File: src/rtl/prog_loader.sv
// ---------------------------------------------------------------------------
// prog_loader
//
// Boot-time program loader. It receives a byte stream on a valid/ready
// interface, assembles little-endian 32-bit words and writes them to RAM
// starting at word index BaseWord. A trailing additive checksum is then
// verified. The core is released from reset only after a successful load.
//
// Stream layout (all fields little-endian):
//   LEN  : 4 bytes, word count N
//   DATA : N words of 4 bytes each
//   CSUM : 4 bytes, sum of all N words mod 2^32
//
// Ports:
//   clk_sys_i       system clock
//   rst_sys_ni      asynchronous active-low reset
//   byte_valid_i    stream byte valid
//   byte_data_i     stream byte
//   byte_ready_o    loader can take a byte (transfer = valid && ready)
//   mem_req_o       RAM write request
//   mem_we_o        RAM write enable (same as mem_req_o)
//   mem_addr_o      RAM word address
//   mem_wdata_o     RAM write data
//   mem_be_o        RAM byte enables (all ones while requesting)
//   mem_gnt_i       RAM grant; the write completes on the grant edge
//   restart_i       synchronous abort / reload request
//   core_rst_no     active-low core reset (0 = core held in reset)
//   done_o          load finished with a good checksum
//   error_o         load failed (bad length or bad checksum)
//   words_loaded_o  number of words written so far
// ---------------------------------------------------------------------------
module prog_loader #(
    parameter int MemAw    = 14,
    parameter int BaseWord = 32,
    parameter int MaxWords = 2048
) (
    input  logic             clk_sys_i,
    input  logic             rst_sys_ni,
    input  logic             byte_valid_i,
    input  logic [7:0]       byte_data_i,
    output logic             byte_ready_o,
    output logic             mem_req_o,
    output logic             mem_we_o,
    output logic [MemAw-1:0] mem_addr_o,
    output logic [31:0]      mem_wdata_o,
    output logic [3:0]       mem_be_o,
    input  logic             mem_gnt_i,
    input  logic             restart_i,
    output logic             core_rst_no,
    output logic             done_o,
    output logic             error_o,
    output logic [15:0]      words_loaded_o
);

    localparam int CntW = $clog2(MaxWords + 1);

    typedef enum logic [2:0] {
        ST_LEN   = 3'd0,
        ST_DATA  = 3'd1,
        ST_WRITE = 3'd2,
        ST_CSUM  = 3'd3,
        ST_DONE  = 3'd4,
        ST_ERROR = 3'd5
    } state_t;

    state_t           r_state;
    state_t           w_state_next;

    logic [1:0]       r_byte_cnt;
    logic [31:0]      r_shift;
    logic [31:0]      r_len;
    logic [CntW-1:0]  r_word_cnt;
    logic [31:0]      r_csum;
    logic [31:0]      r_wdata;
    logic             r_done;
    logic             r_error;
    logic             r_core_rst_n;

    logic             w_xfer;
    logic             w_last_byte;
    logic [31:0]      w_word;
    logic             w_last_word;

    // Ready is a pure decode of the state, so it never depends on valid.
    assign byte_ready_o = (r_state == ST_LEN) || (r_state == ST_DATA) ||
                          (r_state == ST_CSUM);
    assign w_xfer       = byte_valid_i && byte_ready_o;
    assign w_last_byte  = w_xfer && (r_byte_cnt == 2'd3);

    // The incoming byte becomes the MS byte, so the first byte of a word
    // ends up in bits [7:0] once the fourth byte arrives.
    assign w_word       = {byte_data_i, r_shift[31:8]};

    assign w_last_word  = (32'(r_word_cnt) + 32'd1) == r_len;

    // ---------------- state register ----------------
    always_ff @(posedge clk_sys_i or negedge rst_sys_ni) begin
        if (!rst_sys_ni) begin
            r_state <= ST_LEN;
        end else begin
            r_state <= w_state_next;
        end
    end

    // ---------------- next-state logic ----------------
    always_comb begin
        w_state_next = r_state;
        case (r_state)
            ST_LEN: begin
                if (w_last_byte) begin
                    if (w_word > 32'(MaxWords)) begin
                        w_state_next = ST_ERROR;
                    end else if (w_word == 32'd0) begin
                        w_state_next = ST_CSUM;
                    end else begin
                        w_state_next = ST_DATA;
                    end
                end
            end
            ST_DATA: begin
                if (w_last_byte) begin
                    w_state_next = ST_WRITE;
                end
            end
            ST_WRITE: begin
                if (mem_gnt_i) begin
                    w_state_next = w_last_word ? ST_CSUM : ST_DATA;
                end
            end
            ST_CSUM: begin
                if (w_last_byte) begin
                    w_state_next = (w_word == r_csum) ? ST_DONE : ST_ERROR;
                end
            end
            ST_DONE:  w_state_next = ST_DONE;
            ST_ERROR: w_state_next = ST_ERROR;
            default:  w_state_next = ST_LEN;
        endcase
        // Restart wins over any simultaneous byte transfer or grant.
        if (restart_i) begin
            w_state_next = ST_LEN;
        end
    end

    // ---------------- datapath ----------------
    always_ff @(posedge clk_sys_i or negedge rst_sys_ni) begin
        if (!rst_sys_ni) begin
            r_byte_cnt   <= 2'd0;
            r_shift      <= 32'd0;
            r_len        <= 32'd0;
            r_word_cnt   <= '0;
            r_csum       <= 32'd0;
            r_wdata      <= 32'd0;
            r_done       <= 1'b0;
            r_error      <= 1'b0;
            r_core_rst_n <= 1'b0;
        end else if (restart_i) begin
            r_byte_cnt   <= 2'd0;
            r_shift      <= 32'd0;
            r_len        <= 32'd0;
            r_word_cnt   <= '0;
            r_csum       <= 32'd0;
            r_wdata      <= 32'd0;
            r_done       <= 1'b0;
            r_error      <= 1'b0;
            r_core_rst_n <= 1'b0;
        end else begin
            if (w_xfer) begin
                r_shift    <= w_word;
                r_byte_cnt <= r_byte_cnt + 2'd1;   // wraps to 0 after byte 4
            end
            if ((r_state == ST_LEN) && w_last_byte) begin
                r_len <= w_word;
            end
            if ((r_state == ST_DATA) && w_last_byte) begin
                r_wdata <= w_word;
            end
            if ((r_state == ST_WRITE) && mem_gnt_i) begin
                r_word_cnt <= r_word_cnt + 1'b1;
                r_csum     <= r_csum + r_wdata;
            end
            // Status flags follow the state being entered so they change
            // on the same edge as the final byte.
            r_done       <= (w_state_next == ST_DONE);
            r_core_rst_n <= (w_state_next == ST_DONE);
            r_error      <= (w_state_next == ST_ERROR);
        end
    end

    // ---------------- outputs ----------------
    assign mem_req_o      = (r_state == ST_WRITE);
    assign mem_we_o       = mem_req_o;
    assign mem_be_o       = mem_req_o ? 4'hF : 4'h0;
    assign mem_addr_o     = MemAw'(BaseWord) + MemAw'(r_word_cnt);
    assign mem_wdata_o    = r_wdata;
    assign core_rst_no    = r_core_rst_n;
    assign done_o         = r_done;
    assign error_o        = r_error;
    assign words_loaded_o = 16'(r_word_cnt);

endmodule

File: config.mk
export PLATFORM = sky130hd
export DESIGN_NAME = prog_loader
export DESIGN_NICKNAME = d
export VERILOG_FILES = /design/src/rtl/prog_loader.sv
export SDC_FILE = /design/constraint.sdc
export NUM_CORES = 1
export LEC_CHECK = 0
export ABC_AREA = 1
export CAP_MARGIN = 20
export CORE_UTILIZATION = 55
export DETAILED_ROUTE_END_ITERATION = 7
export GPL_TIMING_DRIVEN = 0
export PLACE_DENSITY = 0.8
export SYNTH_ARGS = -nofsm -noshare
export SYNTH_HDL_FRONTEND = slang
export SYNTH_SLANG_ARGS = --single-unit
File: constraint.sdc
create_clock -name clk_sys_i -period 3 [get_ports clk_sys_i]
set_input_delay 0.9 -clock clk_sys_i [delete_from_list [all_inputs] [get_ports clk_sys_i]]
set_output_delay 0.9 -clock clk_sys_i [all_outputs]
set_load 0.05 [all_outputs]
**Word level (Yosys, flattened, before mapping)**

Index checks and enable logic that the tools add are counted.

- Memory bits (writable): 0
- Word-level logic and storage cells: 63
- Output and inout port bits: 72
- Memory bits (read-only): 0
- Input bits: 13
- Register bits: 147
- Latch bits: 0
- Memories kept: 0

- Multiplexer cells: 25
- Shift-type cells: 0
- Eq/ne operators: 10
- $mul: 0
- Bitwise operators: 0
- Reduce and logical (&&, ||, !) cells: 13
- Div/mod/pow operators: 0
- Add/subtract/negate cells: 5
- Order comparisons: 1

Operators by type and width:

| cell | count |
|---|---|
| two-way mux 32 bit | 8 |
| adder 32 bit | 1 |
| equality test 13 x 32 -> 1 bit | 1 |
| equality test 32 bit | 1 |
| greater-than comparator 32 x 12 -> 1 bit (second input constant) | 1 |
| zero test 32 bit | 1 |
| two-way mux 12 bit | 2 |
| two-way mux 3 bit | 6 |
| one-hot mux 3 bit (6 select lines) | 1 |
| adder 12 x 1 -> 13 bit (second input constant) | 1 |
| adder 6 x 12 -> 13 bit (first input constant) | 1 |
| adder 12 x 1 -> 12 bit (second input constant) | 1 |
| equality test 3 bit (second input constant) | 4 |
| two-way mux 2 bit | 4 |
| nonzero test 2 bit | 4 |
| equality test 3 x 2 -> 1 bit (second input constant) | 2 |
| logical AND 1 bit | 5 |
| two-way mux 4 bit | 1 |
| equality test 3 x 1 -> 1 bit (second input constant) | 1 |
| zero test 3 bit | 1 |
| two-way mux 1 bit | 3 |
| adder 2 x 1 -> 2 bit (second input constant) | 1 |
| equality test 2 bit (second input constant) | 1 |
| logical OR 1 bit | 2 |

**Longest topological paths before layout**

Gate-level depths: netlist of run 1.

- Depth in word-level cells: 10
- Mapped depth: 15
- Mapped depth without buffers: 15

**Worst setup path before layout of run 1**

Ideal clock, no wire load.

- Kind: reg-to-output
- Start: register r_word_cnt[9]
- End: output port mem_addr_o[12]
- Arrival time: 2.044 ns
- Slack: 0.056 ns
- Cell stages (with the launch flop): 3
- Cells stage by stage: dfrtp_1 -> nand2_1 -> nor3_1

- Word-level cells in the longest chain between the ends: 1

RTL lines:

| what | line | RTL |
|---|---|---|
| start: declaration | 72 | `logic [CntW-1:0] r_word_cnt;` |
| start signal: assignment | 179 | `r_word_cnt <= r_word_cnt + 1'b1;` |
| adder 6 x 12 -> 13 bit | 194 | `assign mem_addr_o = MemAw'(BaseWord) + MemAw'(r_word_cnt);` |
| end: declaration | 44 | `output logic [MemAw-1:0] mem_addr_o,` |

Every way passes these cells.

**Final worst setup path of run 1**

- Start: register r_word_cnt[6]
- End: output port mem_addr_o[8]

The elaborated chain is that of the path after synthesis.

==> run metrics, run 1 <==
syn_area_per_cell 7.72 µm²; library cells used by synthesis 53; post-synthesis sequential area ratio 40.9%; Simple-Gate Fraction of Synth Area 24.7%; Final #Nets between 1k and 1.5k; fmax 346 MHz; largest family of logic cells by synthesized area simple AND/OR/NAND/NOR gates; Syn Inst Count 1,102; Post-DRT Antenna Nets 0; R2R cell count 12; most common cell in the netlist nand2_1; Synth area leaders dfrtp_1 (41%), nand2_1 (12%), o21ai_0 (5.9%), inv_1 (5.3%), ha_1 (5.0%); Synth Cell Area 0.00851 mm²; CTS sink cnt roughly 140; CTS buffer count 17; worst setup margin ~110 ps; final slew viol count 0; Crit Path Class flop to primary output; setup skew after layout between 10 and 15 ps; share of cells above drive strength 1 8.96%; largest net degree at the start of global routing 99; pre-CTS setup slack 87.0 ps; post-synthesis xor/xnor area fraction 3.29%; multi-input logic area 0.00429 mm²; io pins 85; Inserted Diodes 0; Post-synth EDFFs 0; first-pass GRT wire length 40,900 µm; Reg2Reg Capture Point r_csum[22]$_DFFE_PN0P_; area delta synth->final 18.8%; Reg-to-Reg Start mem_wdata_o[0]$_DFFE_PN0P_; #FFs+latches synth roughly 140; crit path launch type flop; final hold viol count 0; slew margin rel. 59.4%; hold buffers post-CTS 0; Core Area between 0.015 and 0.02 mm²; asr flop ratio synth between 90% and 100%; CP endpoint kind primary output; ys flop type dfrtp_1; drt via density 5.74; area fraction in compound gates after synthesis 13.3%; CP required 2100 ps; unrepaired setup endpoints after global routing false; post-synthesis mux area share 3.70%; CTS tree done; max_cap viols 0; fill count 1,287; Routed WL 25,700 µm; Die Height 126 µm; via count 8,070; post-layout minimum cycle time between 2000 and 3000 ps; DPL Wire Length 19,700 µm; routed length per instance 18.3 µm; drc violations 2; Hold WC Path Type primary input to async pin; power per cell area 448 mW/mm²; initial DRC count 903; Initial Utilization 56.2%; row count 45; Synth warnings 0; CTS Buffer Depth 2; Register Area 0.00348 mm²; CP arrival 1990 ps; number of antenna violations at the first check in global routing 0; # setup viols final 0; Clock transition at path regs 60 ps; Peak VDD IR 0.000452 V; Overflow after GRT 0; H-tree lvl count 4; cell leakage power 4.96 nW; status finished with violations; number of global-route vias before repair 7,610; GP Congestion around 0.97; Clock Latency Late Sink 440 ps; Commonest cells post-synth nand2_1 (272), dfrtp_1 (139), inv_1 (121); Hold WS 370 ps; die width 126 µm; total track usage 34.0%; actual slew at the worst max-slew pin 609 ps; DIE AREA 0.0160 mm²; area leader, netlist dfrtp_1; Core Util, Final 66.8%; FF-to-FF setup slack 520 ps; Adder-Cell Fraction of Synth Area 5.23%; failing checks design-rule violations; Port Buffers 78; Pre-Repair DR Iteration Count 8; clock root buffer clkbuf_16; Crit Path Max Fanout 5; Yosys top cell area share 40.9%; Final Cycle Share between 90% and 100%
==> through the flow <==
step	total power, mW	TNS [ps]	instance area [µm²]	std cells
global placement	2.55	-638010	9540	1372
finish	4.53	0	10100	1405
CTS	4.54	0	10100	1405
global route	4.68	0	10100	1405
floorplan	2.34	0	8530	1106
detailed placement	2.56	0	9570	1373
==> cell usage in the layout, fill, tap and decap left out, types with 8 or more instances in the layout <==
| cell type | n |
|---|---|
| o22ai_1 | 14 |
| buf_2 | 14 |
| o21ai_1 | 10 |
| nand2_1 | 272 |
| nand3_1 | 49 |
| dfrtp_1 | 138 |
| mux2_2 | 8 |
| nor2_1 | 110 |
| nand4_1 | 9 |
| clkdlybuf4s50_1 | 66 |
| ha_1 | 34 |
| buf_4 | 16 |
| xor2_1 | 28 |
| clkbuf_16 | 17 |
| nor4_1 | 11 |
| inv_1 | 121 |
| a21oi_1 | 61 |
| o21ai_0 | 101 |
| mux2_1 | 20 |
| nor3_1 | 13 |
==> where the power goes <==
part           switching [mW]  total [mW]  internal, mW
combinational           0.377       0.548         0.170
clock                   0.901        1.99          1.09
sequential             0.0604        1.99          1.93
==> kinds of logic after synthesis <==
| kind of cell | Yosys count |
|---|---|
| buffers and inverters | 169 |
| multiplexers | 28 |
| AND/OR/NAND/NOR | 490 |
| flip-flops | 139 |
| AO/OA/AOI/OAI | 208 |
| XOR/XNOR | 32 |
| adder cells (fa/ha/maj) | 35 |
| other | 1 |
==> sequential cells by signal, summed over array words and instances, names as in the netlist <==
name and flops:
r_byte_cnt 2, core_rst_no 1, r_word_cnt 12, r_csum 32, r_state 3, error_o 1
r_shift 24, r_len 32, mem_wdata_o 32
==> what timing repair did <==
| action | CTS | global route |
|---|---|---|
| gates resized for setup | 13 | 6 |
| setup buffers | 0 | 0 |
| endpoints found under the setup margin | 11 | 10 |
| gates cloned | 0 | 0 |
==> metal layers <==
layer / track usage, % / wire length [µm]
met2: 52.4 / 11500
met5: 0 / 0
met3: 7.17 / 2080
met4: 15.9 / 1070
met1: 46.0 / 11000
==> how the worst max path moves through the flow <==
stage                                    startpoint                      to  cells past startpoint
after floorplan           r_word_cnt[9]$_DFFE_PN0P_          mem_addr_o[12]                      2
after global placement                   rst_sys_ni  r_csum[28]$_DFFE_PN0P_                      1
after detailed placement  r_word_cnt[5]$_DFFE_PN0P_           mem_addr_o[9]                      5
after CTS                 r_word_cnt[5]$_DFFE_PN0P_           mem_addr_o[8]                      3
after global routing      r_word_cnt[6]$_DFFE_PN0P_           mem_addr_o[9]                      5
final                     r_word_cnt[6]$_DFFE_PN0P_           mem_addr_o[8]                      3
==> cell type report <==
type                            instances  share of cell area (%)
Clock buffer                           18                    4.34
Multi-Input combinational cell        798                    42.4
Tap cell                              188                    2.33
Clock inverter                         14                    1.09
Timing Repair Buffer                   79                    7.93
Sequential cell                       139                    34.4
Buffer                                 41                    2.73
Inverter                              128                    4.75
==> critical path, cell delays in order (launching register included) <==
cell and delay [ps]:
dfrtp_1 450, nand3_2 150, xor2_1 150, clkdlybuf4s50_1 810
No activity file was read; power rests on OpenSTA's default activity.
==> run 2: changes to the inputs <==
Settings changed: SETUP_SLACK_MARGIN set to 0.02.
==> run 2 against run 1 <==
  * The run still ends with design-rule violations left
  * Critical path depth down 1
  * Clock skew up 1.2 ps
  * Final cell count stayed put
  * Hold slack better by 0.65 ps
  * Sequential share of layout area hardly changed
  * Global-route usage unchanged
  * Non-clock buffer count unchanged
  * Routed wire length is essentially flat
  * Register-to-register slack about the same
  * Sequential power barely moved
  * Combinational power is essentially flat
  * Flip-flop and latch count is the same
  * Critical path type unchanged
  * Highest routed layer unchanged
==> run metrics, run 2 (same netlist as run 1, synthesis figures left out) <==
status finished with violations; failing checks design-rule violations; Top Usage Layer GRT met2; unrepaired setup endpoints after global routing false; DP Area 0.00957 mm² (unchanged); commonest non-fill, non-tap cell in the layout nand2_1; Register Area 0.00348 mm² (unchanged); first-pass GRT wire length 40,900 µm (unchanged); CP peak stage delay 790 ps (-20 ps); max_cap viols 0 (unchanged); hold buffers post-CTS 0 (unchanged); setup skew after layout 13.3 ps (+1.19 ps); CTS buffer count 17 (unchanged); initial DRC count 903 (unchanged); Net Switching 1.34 mW (about the same); Clock Latency Late Sink 440 ps (about the same); io pins 85 (unchanged); Core Area 0.0151 mm² (unchanged); Pre-Repair DR Iteration Count 7 (-1); slew margin rel. 59.6% (+0.21 points); GP Congestion 0.966 (unchanged); CP required 2100 ps (about the same); drt via density 5.75 (+0.16%); Hold WS 371 ps (+0.654 ps); Die Height 126 µm (unchanged); Inserted Diodes 0 (unchanged); DPL Wire Length 19,700 µm (unchanged); Final #Nets 1,252 (unchanged); CTS Buffer Depth 2 (unchanged); number of global-route vias before repair 7,610 (unchanged); drc violations 2 (unchanged); cell leakage power 4.96 nW (about the same); CP bufs+invs 1 (unchanged); DIE AREA 0.0160 mm² (unchanged); row count 45 (unchanged); Cell Int Power 3.20 mW (about the same); final slew viol count 0 (unchanged); die width 126 µm (unchanged); crit-path cells ha_1 -> clkdlybuf4s50_1; register share of total power 44.0% (about the same); Port Buffers 78 (unchanged); pre-CTS setup slack 87.0 ps (unchanged); CTS sink cnt 139 (unchanged); routed length per instance 18.3 µm (about the same); power per cell area 449 mW/mm² (+0.11%); CP top delay family buffers and inverters; Hold WC Path Type primary input to async pin; FF-to-FF setup slack 520 ps (about the same); Clock transition at path regs 60 ps (about the same); worst setup margin 112 ps (+3.53 ps); Peak VDD IR 0.000451 V (-0.20%); CTS tree done; final hold viol count 0 (unchanged); Initial Utilization 56.2% (unchanged); met2 Use GR 52.4% (unchanged); Switching Fraction 29.5% (about the same); Routed WL 25,700 µm (about the same); clock share of power 44.0% (about the same); fill count 1,289 (+0.16%); multi-input logic area 0.00429 mm² (unchanged); most frequent cells in the layout nand2_1 (272), dfrtp_1 (138), inv_1 (121); crit path launch type flop; clock root buffer clkbuf_16; CP arrival 1990 ps (about the same); Crit Path Max Fanout 8 (+3); post-layout minimum cycle time 2890 ps (-3.53 ps); total track usage 34.0% (unchanged); met3 usage 7.17% (unchanged); Post-DRT Antenna Nets 0 (unchanged); fmax 346 MHz (+0.12%); number of antenna violations at the first check in global routing 0 (unchanged); actual slew at the worst max-slew pin 606 ps (-3.17 ps); Crit Path Class flop to primary output; Core Util, Final 66.7% (about the same); # setup viols final 0 (unchanged); area delta synth->final 18.7% (about the same); combinational share of power 12.1% (about the same); via count 8,083 (+0.16%); Final Cycle Share 96.3% (-0.12 points); largest net degree at the start of global routing 99 (unchanged); Overflow after GRT 0 (unchanged); slowest cell on the critical path clkdlybuf4s50_1; share of cells above drive strength 1 9.04% (+0.082 points); H-tree lvl count 4 (unchanged); CP endpoint kind primary output; met1 GRT Util 46.0% (unchanged); post-route cell area 0.0101 mm² (about the same)
run 2: cell types whose count changed in the layout (fill, tap and decap cells not counted):
cell and change:
clkdlybuf4s50_1 -1, clkbuf_2 +1, clkdlybuf4s18_2 -1, buf_2 +1
run 2: area by class of cell:
| type | count | share of cell area (%) |
|---|---|---|
| multi-input cells | 798 | 42.5 |
| flip-flops and latches | 139 | 34.4 |
| repair buffers | 79 | 7.84 |
| inverters | 128 | 4.75 |
| clock buffers | 18 | 4.35 |
| plain buffers | 41 | 2.74 |
| well taps | 188 | 2.33 |
| clock inverters | 14 | 1.09 |
run 2: power by group through the flow:
stage                     clock network [mW]  logic (mW)  registers [mW]
final                                   1.99       0.548            1.99
after global routing                    2.09       0.593            2.00
after CTS                               2.01       0.542            1.99
after detailed placement                   0       0.537            2.03
after global placement                     0       0.527            2.03
after floorplan                            0       0.256            2.09
run 2: final timing paths:
path / from / endpoint / cells after the start
max in group asynchronous: rst_sys_ni / r_word_cnt[5]$_DFFE_PN0P_ / 2
hold reg to reg: r_len[23]$_DFFE_PN0P_ / r_len[23]$_DFFE_PN0P_ / 2
setup / recovery: r_word_cnt[5]$_DFFE_PN0P_ / mem_addr_o[6] / 2
hold / removal: rst_sys_ni / r_word_cnt[7]$_DFFE_PN0P_ / 1
min in group clk_sys_i: r_len[23]$_DFFE_PN0P_ / r_len[23]$_DFFE_PN0P_ / 2
setup reg to reg: mem_wdata_o[0]$_DFFE_PN0P_ / r_csum[22]$_DFFE_PN0P_ / 12
run 2: through the flow:
| step | total power [mW] | instances | setup TNS [ps] |
|---|---|---|---|
| detailed placement | 2.56 | 1373 | 0 |
| global placement | 2.55 | 1372 | -638010 |
| CTS | 4.54 | 1405 | 0 |
| finish | 4.53 | 1405 | 0 |
| floorplan | 2.34 | 1106 | 0 |
| global route | 4.68 | 1405 | 0 |
run 2: worst reg2reg max path, cell delays in order, from the launching register on:
cell     delay, ps
dfrtp_1        410
ha_1           250
fa_1           390
nand2_1        120
a21oi_2         90
a21oi_1        310
inv_1           70
nand2_1         70
nand2_1        170
nand3_1        120
nand2_1         80
o21ai_0        210
nand2_1         80
run 2: routing by layer:
metal  vias to the layer above  routed length [µm]
met5                         -                   0
met4                         0                1070
met3                        79                2140
met2                       419               11500
met1                      3790               11000
li1                       3795                   -
run 2: timing repair:
| action | CTS | global route |
|---|---|---|
| setup endpoints to repair | 12 | 10 |
| setup buffers | 0 | 0 |
| gates cloned | 0 | 0 |
| resized for setup | 14 | 9 |
